==> config.mk <==
export PLATFORM = sky130hd
export DESIGN_NAME = mio_wait_ctrl
export DESIGN_NICKNAME = d
export VERILOG_FILES = /design/src/rtl/mio_pkg.sv /design/src/rtl/mio_region_dec.sv /design/src/rtl/mio_wait_ctrl.sv
export SDC_FILE = /design/constraint.sdc
export NUM_CORES = 1
export LEC_CHECK = 0
export CAP_MARGIN = 20
export CORE_AREA = 2 2 71 56
export DETAILED_ROUTE_END_ITERATION = 6
export DIE_AREA = 0 0 73 58
export PLACE_DENSITY = 0.74
export SYNTH_ARGS = -nofsm -noshare
export SYNTH_HDL_FRONTEND = slang
export SYNTH_SLANG_ARGS = --single-unit
==> constraint.sdc <==
create_clock -name clk -period 1.7 [get_ports clk]
set_input_delay 0.17 -clock clk [delete_from_list [all_inputs] [get_ports clk]]
set_output_delay 0.17 -clock clk [all_outputs]
set_load 0.02 [all_outputs]
==> src/rtl/mio_pkg.sv <==
// Shared encodings for the MIO wait-state controller: region codes, address base
// nibbles, FSM state constants and the address-to-region decode helper.
package mio_pkg;

  typedef logic [1:0] region_t;

  localparam region_t REG_RAM  = 2'd0;
  localparam region_t REG_SEG  = 2'd1;
  localparam region_t REG_GPIO = 2'd2;
  localparam region_t REG_CNT  = 2'd3;

  localparam logic [3:0] BASE_SEG = 4'hE;
  localparam logic [3:0] BASE_IO  = 4'hF;

  localparam logic [2:0] ST_IDLE  = 3'd0;
  localparam logic [2:0] ST_WAIT  = 3'd1;
  localparam logic [2:0] ST_READY = 3'd2;
  localparam logic [2:0] ST_HOLD  = 3'd3;
  localparam logic [2:0] ST_STEP  = 3'd4;

  // IO page splits on addr[2]: LED/GPIO at offset 0, counter at offset 4.
  function automatic region_t region_of_addr(input logic [31:0] addr);
    if (addr[31:28] == BASE_SEG) return REG_SEG;
    if (addr[31:28] == BASE_IO)  return addr[2] ? REG_CNT : REG_GPIO;
    return REG_RAM;
  endfunction

endpackage

==> src/rtl/mio_region_dec.sv <==
// Combinational MIO address decode: region code plus that region's wait-cycle count.
module mio_region_dec
  import mio_pkg::*;
#(
  parameter int unsigned RAM_WAIT  = 2,
  parameter int unsigned SEG_WAIT  = 1,
  parameter int unsigned GPIO_WAIT = 1,
  parameter int unsigned CNT_WAIT  = 3
) (
  input  logic [31:0] i_addr,
  output logic [1:0]  o_region,
  output logic [3:0]  o_wait
);

  always_comb begin
    o_region = region_of_addr(i_addr);
    o_wait   = 4'(RAM_WAIT);
    unique case (o_region)
      REG_RAM:  o_wait = 4'(RAM_WAIT);
      REG_SEG:  o_wait = 4'(SEG_WAIT);
      REG_GPIO: o_wait = 4'(GPIO_WAIT);
      REG_CNT:  o_wait = 4'(CNT_WAIT);
      default:  o_wait = 4'(RAM_WAIT);
    endcase
  end

endmodule

==> src/rtl/mio_wait_ctrl.sv <==
// MIO bus wait-state controller: region-dependent wait cycles, then a one-cycle MIO_ready.
// Define MIO_STEP_EN to gate each completion on a rising edge of the manual step button.
module mio_wait_ctrl
  import mio_pkg::*;
#(
  parameter int unsigned RAM_WAIT  = 2,
  parameter int unsigned SEG_WAIT  = 1,
  parameter int unsigned GPIO_WAIT = 1,
  parameter int unsigned CNT_WAIT  = 3
) (
  input  logic        clk,
  input  logic        rst,
  input  logic        CPU_MIO,
  input  logic        mem_w,
  input  logic [31:0] addr_bus,
  input  logic        step,
  output logic        MIO_ready,
  output logic        busy,
  output logic [1:0]  region,
  output logic [15:0] xfer_cnt
);

`ifdef MIO_STEP_EN
  localparam logic [2:0] ST_EXPIRED = ST_STEP;
`else
  localparam logic [2:0] ST_EXPIRED = ST_READY;
`endif

  logic [2:0]  r_state, w_state_d;
  logic [3:0]  r_wait, w_wait_d;
  region_t     r_region, w_region_d;
  logic        r_mem_w, w_mem_w_d;
  logic [15:0] r_xfer_cnt, w_xfer_cnt_d;
  region_t     w_dec_region;
  logic [3:0]  w_dec_wait;
  logic        w_step_rise;
  logic        w_unused;

  mio_region_dec #(
    .RAM_WAIT  (RAM_WAIT),
    .SEG_WAIT  (SEG_WAIT),
    .GPIO_WAIT (GPIO_WAIT),
    .CNT_WAIT  (CNT_WAIT)
  ) u_region_dec (
    .i_addr   (addr_bus),
    .o_region (w_dec_region),
    .o_wait   (w_dec_wait)
  );

`ifdef MIO_STEP_EN
  logic r_step_prev;

  always_ff @(posedge clk or posedge rst) begin
    if (rst) r_step_prev <= 1'b0;
    else     r_step_prev <= step;
  end

  assign w_step_rise = step & ~r_step_prev;
  assign w_unused    = r_mem_w;
`else
  assign w_step_rise = 1'b0;
  assign w_unused    = ^{step, r_mem_w, w_step_rise};
`endif

  always_comb begin
    w_state_d  = r_state;
    w_wait_d   = r_wait;
    w_region_d = r_region;
    w_mem_w_d  = r_mem_w;
    case (r_state)
      ST_IDLE: begin
        if (CPU_MIO) begin
          w_region_d = w_dec_region;
          w_mem_w_d  = mem_w;
          w_wait_d   = w_dec_wait;
          w_state_d  = (w_dec_wait == 4'd0) ? ST_EXPIRED : ST_WAIT;
        end
      end
      ST_WAIT: begin
        // An abort takes priority over the count expiring in the same cycle.
        if (!CPU_MIO) begin
          w_state_d = ST_IDLE;
          w_wait_d  = 4'd0;
        end else if (r_wait <= 4'd1) begin
          w_state_d = ST_EXPIRED;
          w_wait_d  = 4'd0;
        end else begin
          w_wait_d = r_wait - 4'd1;
        end
      end
      ST_STEP: begin
        if (!CPU_MIO)        w_state_d = ST_IDLE;
        else if (w_step_rise) w_state_d = ST_READY;
      end
      ST_READY: w_state_d = ST_HOLD;
      ST_HOLD: begin
        if (!CPU_MIO) w_state_d = ST_IDLE;
      end
      default: w_state_d = ST_IDLE;
    endcase
  end

  // Count on entry to READY so xfer_cnt moves in the same cycle MIO_ready is high.
  assign w_xfer_cnt_d = (w_state_d == ST_READY) ? r_xfer_cnt + 16'd1 : r_xfer_cnt;

  always_ff @(posedge clk or posedge rst) begin
    if (rst) begin
      r_state    <= ST_IDLE;
      r_wait     <= 4'd0;
      r_region   <= REG_RAM;
      r_mem_w    <= 1'b0;
      r_xfer_cnt <= 16'd0;
    end else begin
      r_state    <= w_state_d;
      r_wait     <= w_wait_d;
      r_region   <= w_region_d;
      r_mem_w    <= w_mem_w_d;
      r_xfer_cnt <= w_xfer_cnt_d;
    end
  end

  assign MIO_ready = (r_state == ST_READY);
  assign busy      = (r_state != ST_IDLE);
  assign region    = r_region;
  assign xfer_cnt  = r_xfer_cnt;

endmodule

## Word-level counts from Yosys, hierarchy flattened

Index checks and enable logic that the tools add are counted.

| storage, ports and cells | value |
|---|---|
| register bits after elaboration | 25 |
| bits of input ports | 37 |
| output and inout port bits | 20 |
| word-level logic and storage cells | 46 |

| cells by class | value |
|---|---|
| $add $sub $neg | 2 |
| order comparisons | 1 |
| equality and inequality tests | 11 |
| multiplexer cells | 19 |
| reductions and logical operators | 9 |

Operators by type and width:

| kind | number |
|---|---|
| 16-bit by 1-bit adder with 16-bit output, second input constant | 1 |
| 3-bit 2-to-1 mux | 4 |
| 4-bit 2-to-1 mux | 3 |
| 3-bit case mux with 4 select lines | 1 |
| 4-bit case mux with 3 select lines | 1 |
| 2-bit 2-to-1 mux | 5 |
| 3-bit by 2-bit equality test with 1-bit output, second input constant | 3 |
| 4-bit equality test, second input constant | 2 |
| 4-bit case mux with 2 select lines | 1 |
| 2-bit equality test, second input constant | 2 |
| 4-bit by 1-bit <= comparator with 1-bit output, second input constant | 1 |
| 4-bit logical NOT | 1 |
| 1-bit 2-to-1 mux | 4 |
| 2-bit AND reduction | 2 |
| 2-bit OR reduction | 2 |
| 4-bit by 1-bit subtractor with 4-bit output, second input constant | 1 |
| 3-bit by 1-bit equality test with 1-bit output, second input constant | 1 |
| 3-bit equality test, second input constant | 1 |
| 3-bit logical NOT | 1 |
| 3-bit nonzero test | 1 |
| 2-bit by 1-bit equality test with 1-bit output, second input constant | 1 |
| 2-bit logical NOT | 1 |
| 2-bit inequality test, second input constant | 1 |
| 2-bit nonzero test | 1 |

## Depth between registers and ports, before layout

Gate-level depths: netlist of the first run.

| logic depth | value |
|---|---|
| depth in word-level cells | 13 |
| gate-level depth with buffers | 6 |
| mapped depth without buffers | 6 |

## Modules after synthesis

A second synthesis of the first run with hierarchy kept.

| unflattened totals | value |
|---|---|
| cell total of the unflattened synthesis | 129 |
| area, all modules | 1402.6 um2 |

By module, submodules not included:

| module | times used | cells each | area an instance (um2) | seq. area each (um2) |
|---|---|---|---|---|
| mio_wait_ctrl | 1 | 117 | 1332.5 | 625.6 |
| mio_region_dec | 1 | 12 | 70.1 | 0.0 |

## Least setup slack after synthesis of the first run

Ideal clock, no wire load.

| timing path | value |
|---|---|
| path type | reg2reg |
| start point | register r_wait[0] |
| end point | register r_xfer_cnt[1], in the netlist xfer_cnt[1] |
| setup time | 0.128 ns |
| arrival | 1.546 ns |
| data required time | 1.572 ns |
| slack | 0.026 ns |
| stages on the path, launching flop included | 6 |
| buffers on the path | 0 |
| clock period less this slack | 1.674 ns |
| path through | dfrtp_1 -> inv_1 -> ha_1 -> nor2_1 -> or3_4 -> mux2_1 |

| on the way | value |
|---|---|
| longest elaborated chain between the ends | 5 |

RTL lines:

| what | line | source |
|---|---|---|
| start, declared | mio_wait_ctrl.sv:30 | `logic [3:0] r_wait, w_wait_d;` |
| start signal, assigned | mio_wait_ctrl.sv:115 | `r_wait <= w_wait_d;` |
| 4-bit by 1-bit <= comparator with 1-bit output | mio_wait_ctrl.sv:84 | `end else if (r_wait <= 4'd1) begin` |
| 3-bit 2-to-1 mux | mio_wait_ctrl.sv:84 |  |
| 3-bit 2-to-1 mux | mio_wait_ctrl.sv:81 | `if (!CPU_MIO) begin` |
| 3-bit case mux with 4 select lines | mio_wait_ctrl.sv:70 | `case (r_state)` |
| 3-bit by 2-bit equality test with 1-bit output | mio_wait_ctrl.sv:104 | `assign w_xfer_cnt_d = (w_state_d == ST_READY) ? r_xfer_cnt + 16'd1 : r_xfer_cnt;` |
| end signal, assigned | mio_wait_ctrl.sv:118 | `r_xfer_cnt <= w_xfer_cnt_d;` |
| end, declared | mio_wait_ctrl.sv:33 | `logic [15:0] r_xfer_cnt, w_xfer_cnt_d;` |

Every way passes these cells.
A chain may end at the register's enable or synchronous reset.

## Worst setup path in the final report of the first run

| timing path | value |
|---|---|
| start point | register r_wait[1] |
| end point | register r_xfer_cnt[6], in the netlist xfer_cnt[6] |

The elaborated chain is that of the path after synthesis.

==> key figures, run 1 <==
Clock tree
  – Clock root buffer master: clkbuf_8
  – Sink Count: 25
  – TritonCTS clock tree: yes
  – CTS buffer count: 3
  – Deepest clock path buffer count: 2
  – Worst-Skew Late Latency: 260 ps
  – Post-CTS Hold Buffers: 0
  – Clk slew on worst S/H paths: 80 ps
  – H-tree depth: 1

Timing
  – RSZ-0062 raised after global routing: true
  – Final WS setup: 47.5 ps
  – Fin crit share: 97.2%
  – Fin. max-slew vios: 0
  – Slew at the pin closest to its max-slew limit: 375 ps
  – Max transition margin: 74.9%
  – Final setup vio count: 0
  – Final Hold Viols: 0
  – Worst clock skew: 4.53 ps
  – FMAX: 605 MHz
  – Final critical-path required period: 1650 ps

Setup path
  – Crit path depth: 8
  – Crit-path cells: inv_2, ha_4, nor2_4, buf_6, nor4_4, buf_4, nand4_1, xnor2_1
  – CP Capture Type: register
  – Buffers & Inverters on Critical Path: 3
  – CP startpoint: r_wait[1]
  – Crit start category: register
  – Worst EP required: 1850 ps
  – Largest stage delay, worst path: 400 ps
  – FF-to-FF setup slack: 50 ps
  – Critical path class: reg2reg
  – Crit path to: xfer_cnt[6]
  – Crit-path leading delay family: buffers and inverters
  – Crit-path max FO: 6
  – Worst R2R Start: r_wait[1]
  – Data arrival, critical path: 1800 ps
  – R2R depth: 8
  – CP max stage cell: dfrtp_1
  – Reg2Reg Capture Point: xfer_cnt[6]

Place
  – Placer Congestion: 0.788
  – Setup WS pre-CTS: -136 ps
  – Placed cell count: 193
  – IO Port Bufs: 27
  – Post-DP HPWL: 1940 um

Floorplan
  – DIE HEIGHT: 58 um
  – Die Wd: 73 um
  – Io pins: 57
  – Die area: 4230 sq um
  – Site Rows: 19
  – Core Region: 3540 sq um
  – Starting Density: 36.0%

Synth
  – Top area cells in the synthesized netlist: dfrtp_1 (49%), xnor2_1 (8.9%), ha_1 (3.9%)
  – Post-synth net total: 158
  – Dominant cell type by area after synthesis: dfrtp_1
  – Flops & latches, synth: 25
  – Synth Area per Inst: 10.9 sq um
  – Synth top area share: 49.1%
  – Yosys cell types: 34
  – Register area share after synthesis: 49.1%
  – Yosys warnings: 0
  – Mapped cell area: 1270 sq um
  – Syn Inst Count: 117

Finish
  – # nets final: 200
  – Share of layout cells above drive strength 1: 21.5%
  – Non-Filler Instances: 200
  – Final Util: 49.9%
  – Antenna diodes: 0
  – Area grow syn2layout: 38.6%

Global route
  – Global-route usage over all layers: 13.5%
  – Global-route wire length before repair: 4450 um
  – GRT overflow: 0
  – Initial antenna violation count: 0
  – Vias in the first global route: 984
  – Largest net degree at the start of global routing: 26

Pwr
  – Total power: 2.26 mW
  – Flop pwr share: 38.0%
  – Pwr dens: 1280 nW/um^2
  – Int Pwr: 1.40 mW
  – Switch Pwr: 862 uW
  – Lkg Pwr: 0.746 nW
  – Sw Ratio: 38.2%
  – Clk pwr share: 15.2%
  – VDD IR max: 520 uV
  – Comb power frac: 46.9%

Drt
  – Vias post-DR: 1,000
  – Remaining antenna violation count: 0
  – Drt total wl: 2640 um
  – # DRC: 0
  – WL/cell: 13.2 um
  – First-pass detailed-route iteration total: 4
  – DR vias/cell: 5.00
  – Initial detailed-routing violation count: 39

Job
  – Max cap viols: 0

Status
  – Status: complete, no violations

Hold path
  – Worst min-delay path class: in2async
synthesized netlist by cell type:
library cell   n
or3_4          1
mux2_1         1
a21oi_1        3
nor4_4         2
nand3_1        6
or2_2          1
buf_6          3
xnor2_1       13
and4_1         1
clkbuf_4       1
o32ai_1        1
and3_1         3
nor4b_1        1
nor3_1         3
or4b_1         1
nor4_1         1
ha_1           4
inv_1          5
and4bb_2       1
clkbuf_1       2
nor3b_1        2
a2bb2oi_1      1
o21ai_0        4
nor2_1         8
dfrtp_1       25
o2111ai_1      1
nor2b_1        1
xor2_1         2
o31ai_1        2
a211oi_1       1
nand4_1        5
or3_2          1
nand4bb_1      1
nand2_1        9
final cells by class:
class / count / area [sq um]
fillers: 309 / 1780
multi-input cells: 81 / 621
clock buffers: 4 / 45.0
inverters: 5 / 18.8
well taps: 42 / 52.6
repair buffers: 43 / 400
flip-flops and latches: 25 / 629
cells by family after synthesis:
group	Yosys count	share of synthesized area, %
mux	1	0.883
fa+ha+maj	4	3.93
buf+inv	11	5.30
xor+xnor	15	10.3
flops	25	49.1
simple gates	48	23.9
compound gates	13	6.58
cells in the final DEF, fill, tap and decap left out, types with 2 or more instances in the layout:
cell type	count
a21oi_1	3
and3_1	3
buf_4	13
buf_6	3
clkbuf_8	3
clkdlybuf4s50_1	25
dfrtp_1	22
dfrtp_2	3
ha_1	2
ha_4	2
inv_1	3
inv_2	2
nand2_1	9
nand3_1	6
nand4_1	5
nor2_1	7
nor3_1	3
nor3b_1	2
nor4_4	2
o21ai_0	4
o31ai_1	2
xnor2_1	13
xor2_1	2
how the worst min path moves through the flow:
| stage | from | to | slack (ps) |
|---|---|---|---|
| floorplan | rst | r_state[0] | 200 |
| global placement | xfer_cnt[15] | xfer_cnt[15] | 460 |
| detailed placement | xfer_cnt[15] | xfer_cnt[15] | 470 |
| CTS | rst | xfer_cnt[1] | 260 |
| global route | rst | xfer_cnt[15] | 280 |
| finish | rst | xfer_cnt[15] | 250 |
power by group through the flow:
| stage | sequential, mW | clock [mW] | combinational, mW |
|---|---|---|---|
| global route | 0.882 | 0.388 | 1.15 |
| global placement | 0.840 | 0 | 0.925 |
| CTS | 0.842 | 0.365 | 0.964 |
| finish | 0.857 | 0.342 | 1.06 |
| floorplan | 0.884 | 0 | 0.576 |
| detailed placement | 0.855 | 0 | 0.965 |
per-layer routing:
metal  GRT usage, %  up-vias  wire length [um]
met3           3.30        2                70
met2           21.4       19              1220
met4           3.70        0                24
li1               -      495                 -
met1           18.6      484              1320
met5              0        -                 0
per-stage QoR:
| stage | hold WS [ps] | setup TNS (ps) | instance area [sq um] |
|---|---|---|---|
| after detailed placement | 473 | -1370 | 1650 |
| after global placement | 460 | -733 | 1650 |
| final | 252 | 0 | 1770 |
| after CTS | 261 | 0 | 1700 |
| after global routing | 276 | -95.5 | 1770 |
| after floorplan | 197 | 0 | 1270 |
worst register-to-register path: cells and delay by family, from the launching register on:
kind                       cells  cell delay [ps]
xor gates and xnor gates       1              150
adders and majority gates      1              160
buffers and inverters          3              420
DFF                            1              400
and+or+nand+nor                3              420
registers in the layout, summed over array words and instances (netlist names):
name      flops
r_state       3
r_wait        4
region        2
xfer_cnt     16
what timing repair did:
item                       in CTS  in global routing
pin swaps                       0                  6
buffers inserted                1                  2
gates resized for setup         3                 15
setup endpoints to repair       5                 14
Note: power is estimated with default switching activity, not from simulation.
==> run 2: changes to the inputs <==
==> constraint.sdc (replaced) <==
create_clock -name clk -period 1.7 [get_ports clk]
set_input_delay 0.17 -clock clk [delete_from_list [all_inputs] [get_ports clk]]
set_output_delay 0.17 -clock clk [all_outputs]
set_load 0.01 [all_outputs]
==> key figures, run 2 (synthesis results as in run 1) <==
Drt
  – Remaining antenna violation count: 0
  – DR vias/cell: 5.03
  – # DRC: 0
  – Initial detailed-routing violation count: 33
  – WL/cell: 12.8 um
  – First-pass detailed-route iteration total: 4
  – Vias post-DR: 1,026
  – Drt total wl: 2610 um

Finish
  – Area grow syn2layout: 41.7%
  – Most frequent cells in the layout: clkdlybuf4s50_1 (25), dfrtp_1 (23), buf_4 (16), xnor2_1 (13), nand2_1 (9)
  – # nets final: 204
  – Max FFs per register: 16
  – Design area: 1810 sq um
  – Most common cell after layout, fill and taps aside: clkdlybuf4s50_1
  – Share of layout cells above drive strength 1: 25.3%
  – Antenna diodes: 0
  – Filler Cells Inserted: 300

Status
  – Status: complete, no violations

Timing
  – Slew at the pin closest to its max-slew limit: 322 ps
  – Final setup vio count: 0
  – Post-route setup TNS: 0 ps
  – FMAX: 593 MHz
  – Max transition margin: 78.3%
  – Final Hold Viols: 0
  – RSZ-0062 raised after global routing: true
  – Hold WS: 242 ps
  – Fin. max-slew vios: 0
  – Fin crit share: 99.2%
  – Final critical-path required period: 1690 ps
  – Worst clock skew: 5.62 ps

Global route
  – Global-route usage over all layers: 13.4%
  – Initial antenna violation count: 0
  – GRT overflow: 0
  – Vias in the first global route: 1,001
  – Global-route wire length before repair: 4350 um
  – Largest net degree at the start of global routing: 26

Clock tree
  – CTS buffer count: 3
  – Clk slew on worst S/H paths: 90 ps
  – Deepest clock path buffer count: 2
  – TritonCTS clock tree: yes
  – Worst-Skew Late Latency: 270 ps
  – H-tree depth: 1
  – Sink Count: 25
  – Clock root buffer master: clkbuf_8

Floorplan
  – Die Wd: 73 um
  – DIE HEIGHT: 58 um
  – Starting Density: 36.0%
  – Io pins: 57
  – Site Rows: 19
  – Die area: 4230 sq um
  – Core Region: 3540 sq um

Place
  – Placer Congestion: 0.783
  – Post-DP HPWL: 1860 um
  – Placed inst area: 1650 sq um
  – IO Port Bufs: 27

Setup path
  – Crit-path max FO: 4
  – Data arrival, critical path: 1850 ps
  – CP startpoint: r_state[2]
  – Worst EP required: 1860 ps
  – Worst R2R Start: r_state[2]
  – Crit start category: register
  – Critical path class: reg2reg
  – CP Capture Type: register

Hold path
  – Worst min-delay path class: in2async

Job
  – Max cap viols: 0

Pwr
  – Lkg Pwr: 0.776 nW
  – Pwr dens: 1260 nW/um^2
  – VDD IR max: 485 uV
[run 2: critical path: stages (launching register included)]
cell,delay (ps)
dfrtp_2,420
buf_6,120
nand4bb_1,180
buf_6,150
or3_4,400
mux2_4,310
[run 2: final timing paths]
path | end | slack, ps | cells after the start
setup / recovery | xfer_cnt[1] | 10 | 5
hold / removal | r_state[1] | 240 | 3
setup reg to reg | xfer_cnt[1] | 10 | 5
hold reg to reg | xfer_cnt[15] | 470 | 1
max in group asynchronous | r_wait[0] | 1190 | 3
min in group clk | xfer_cnt[15] | 470 | 1
[run 2: per-layer routing]
layer,vias to the layer above,track usage (%),wire length (um)
li1,500,-,-
met1,507,16.9,1200
met2,15,21.4,1270
met3,4,3.13,73
met4,0,7.67,61
met5,-,0,0
[run 2: layout make-up]
class	instances	area, sq um	share of cell area [%]
Clock buffer	3	41.3	2.29
Multi-Input combinational cell	81	628	34.8
Tap cell	42	52.6	2.91
Inverter	5	18.8	1.04
Clock inverter	1	5.00	0.277
Timing Repair Buffer	47	433	24.0
Sequential cell	25	628	34.8
[run 2: per-stage QoR]
stage / std cells / util [%] / setup slack, ps / power (mW)
2_1_floorplan: 117 / - / 26.1 / 1.40
3_3_place_gp: 193 / 46.5 / -82.2 / 1.72
3_5_place_dp: 193 / 46.5 / -100 / 1.78
4_1_cts: 202 / 49.2 / 6.82 / 2.17
5_1_grt: 204 / 51.0 / -66.0 / 2.43
6_report: 204 / 51.0 / 13.6 / 2.27
[run 2: where the power goes]
group	switching (mW)	internal [mW]	total, mW
Clock	0.188	0.164	0.352
Combinational	0.514	0.569	1.08
Sequential	0.119	0.716	0.836
Total	0.821	1.45	2.27
[run 2: what timing repair did]
action | in CTS | in global routing
setup buffers | 5 | 2
pin swaps | 3 | 6
hold buffers | 0 | 0
resized for setup | 8 | 13
setup endpoints to repair | 6 | 19
hold endpoints to repair | 0 | 0
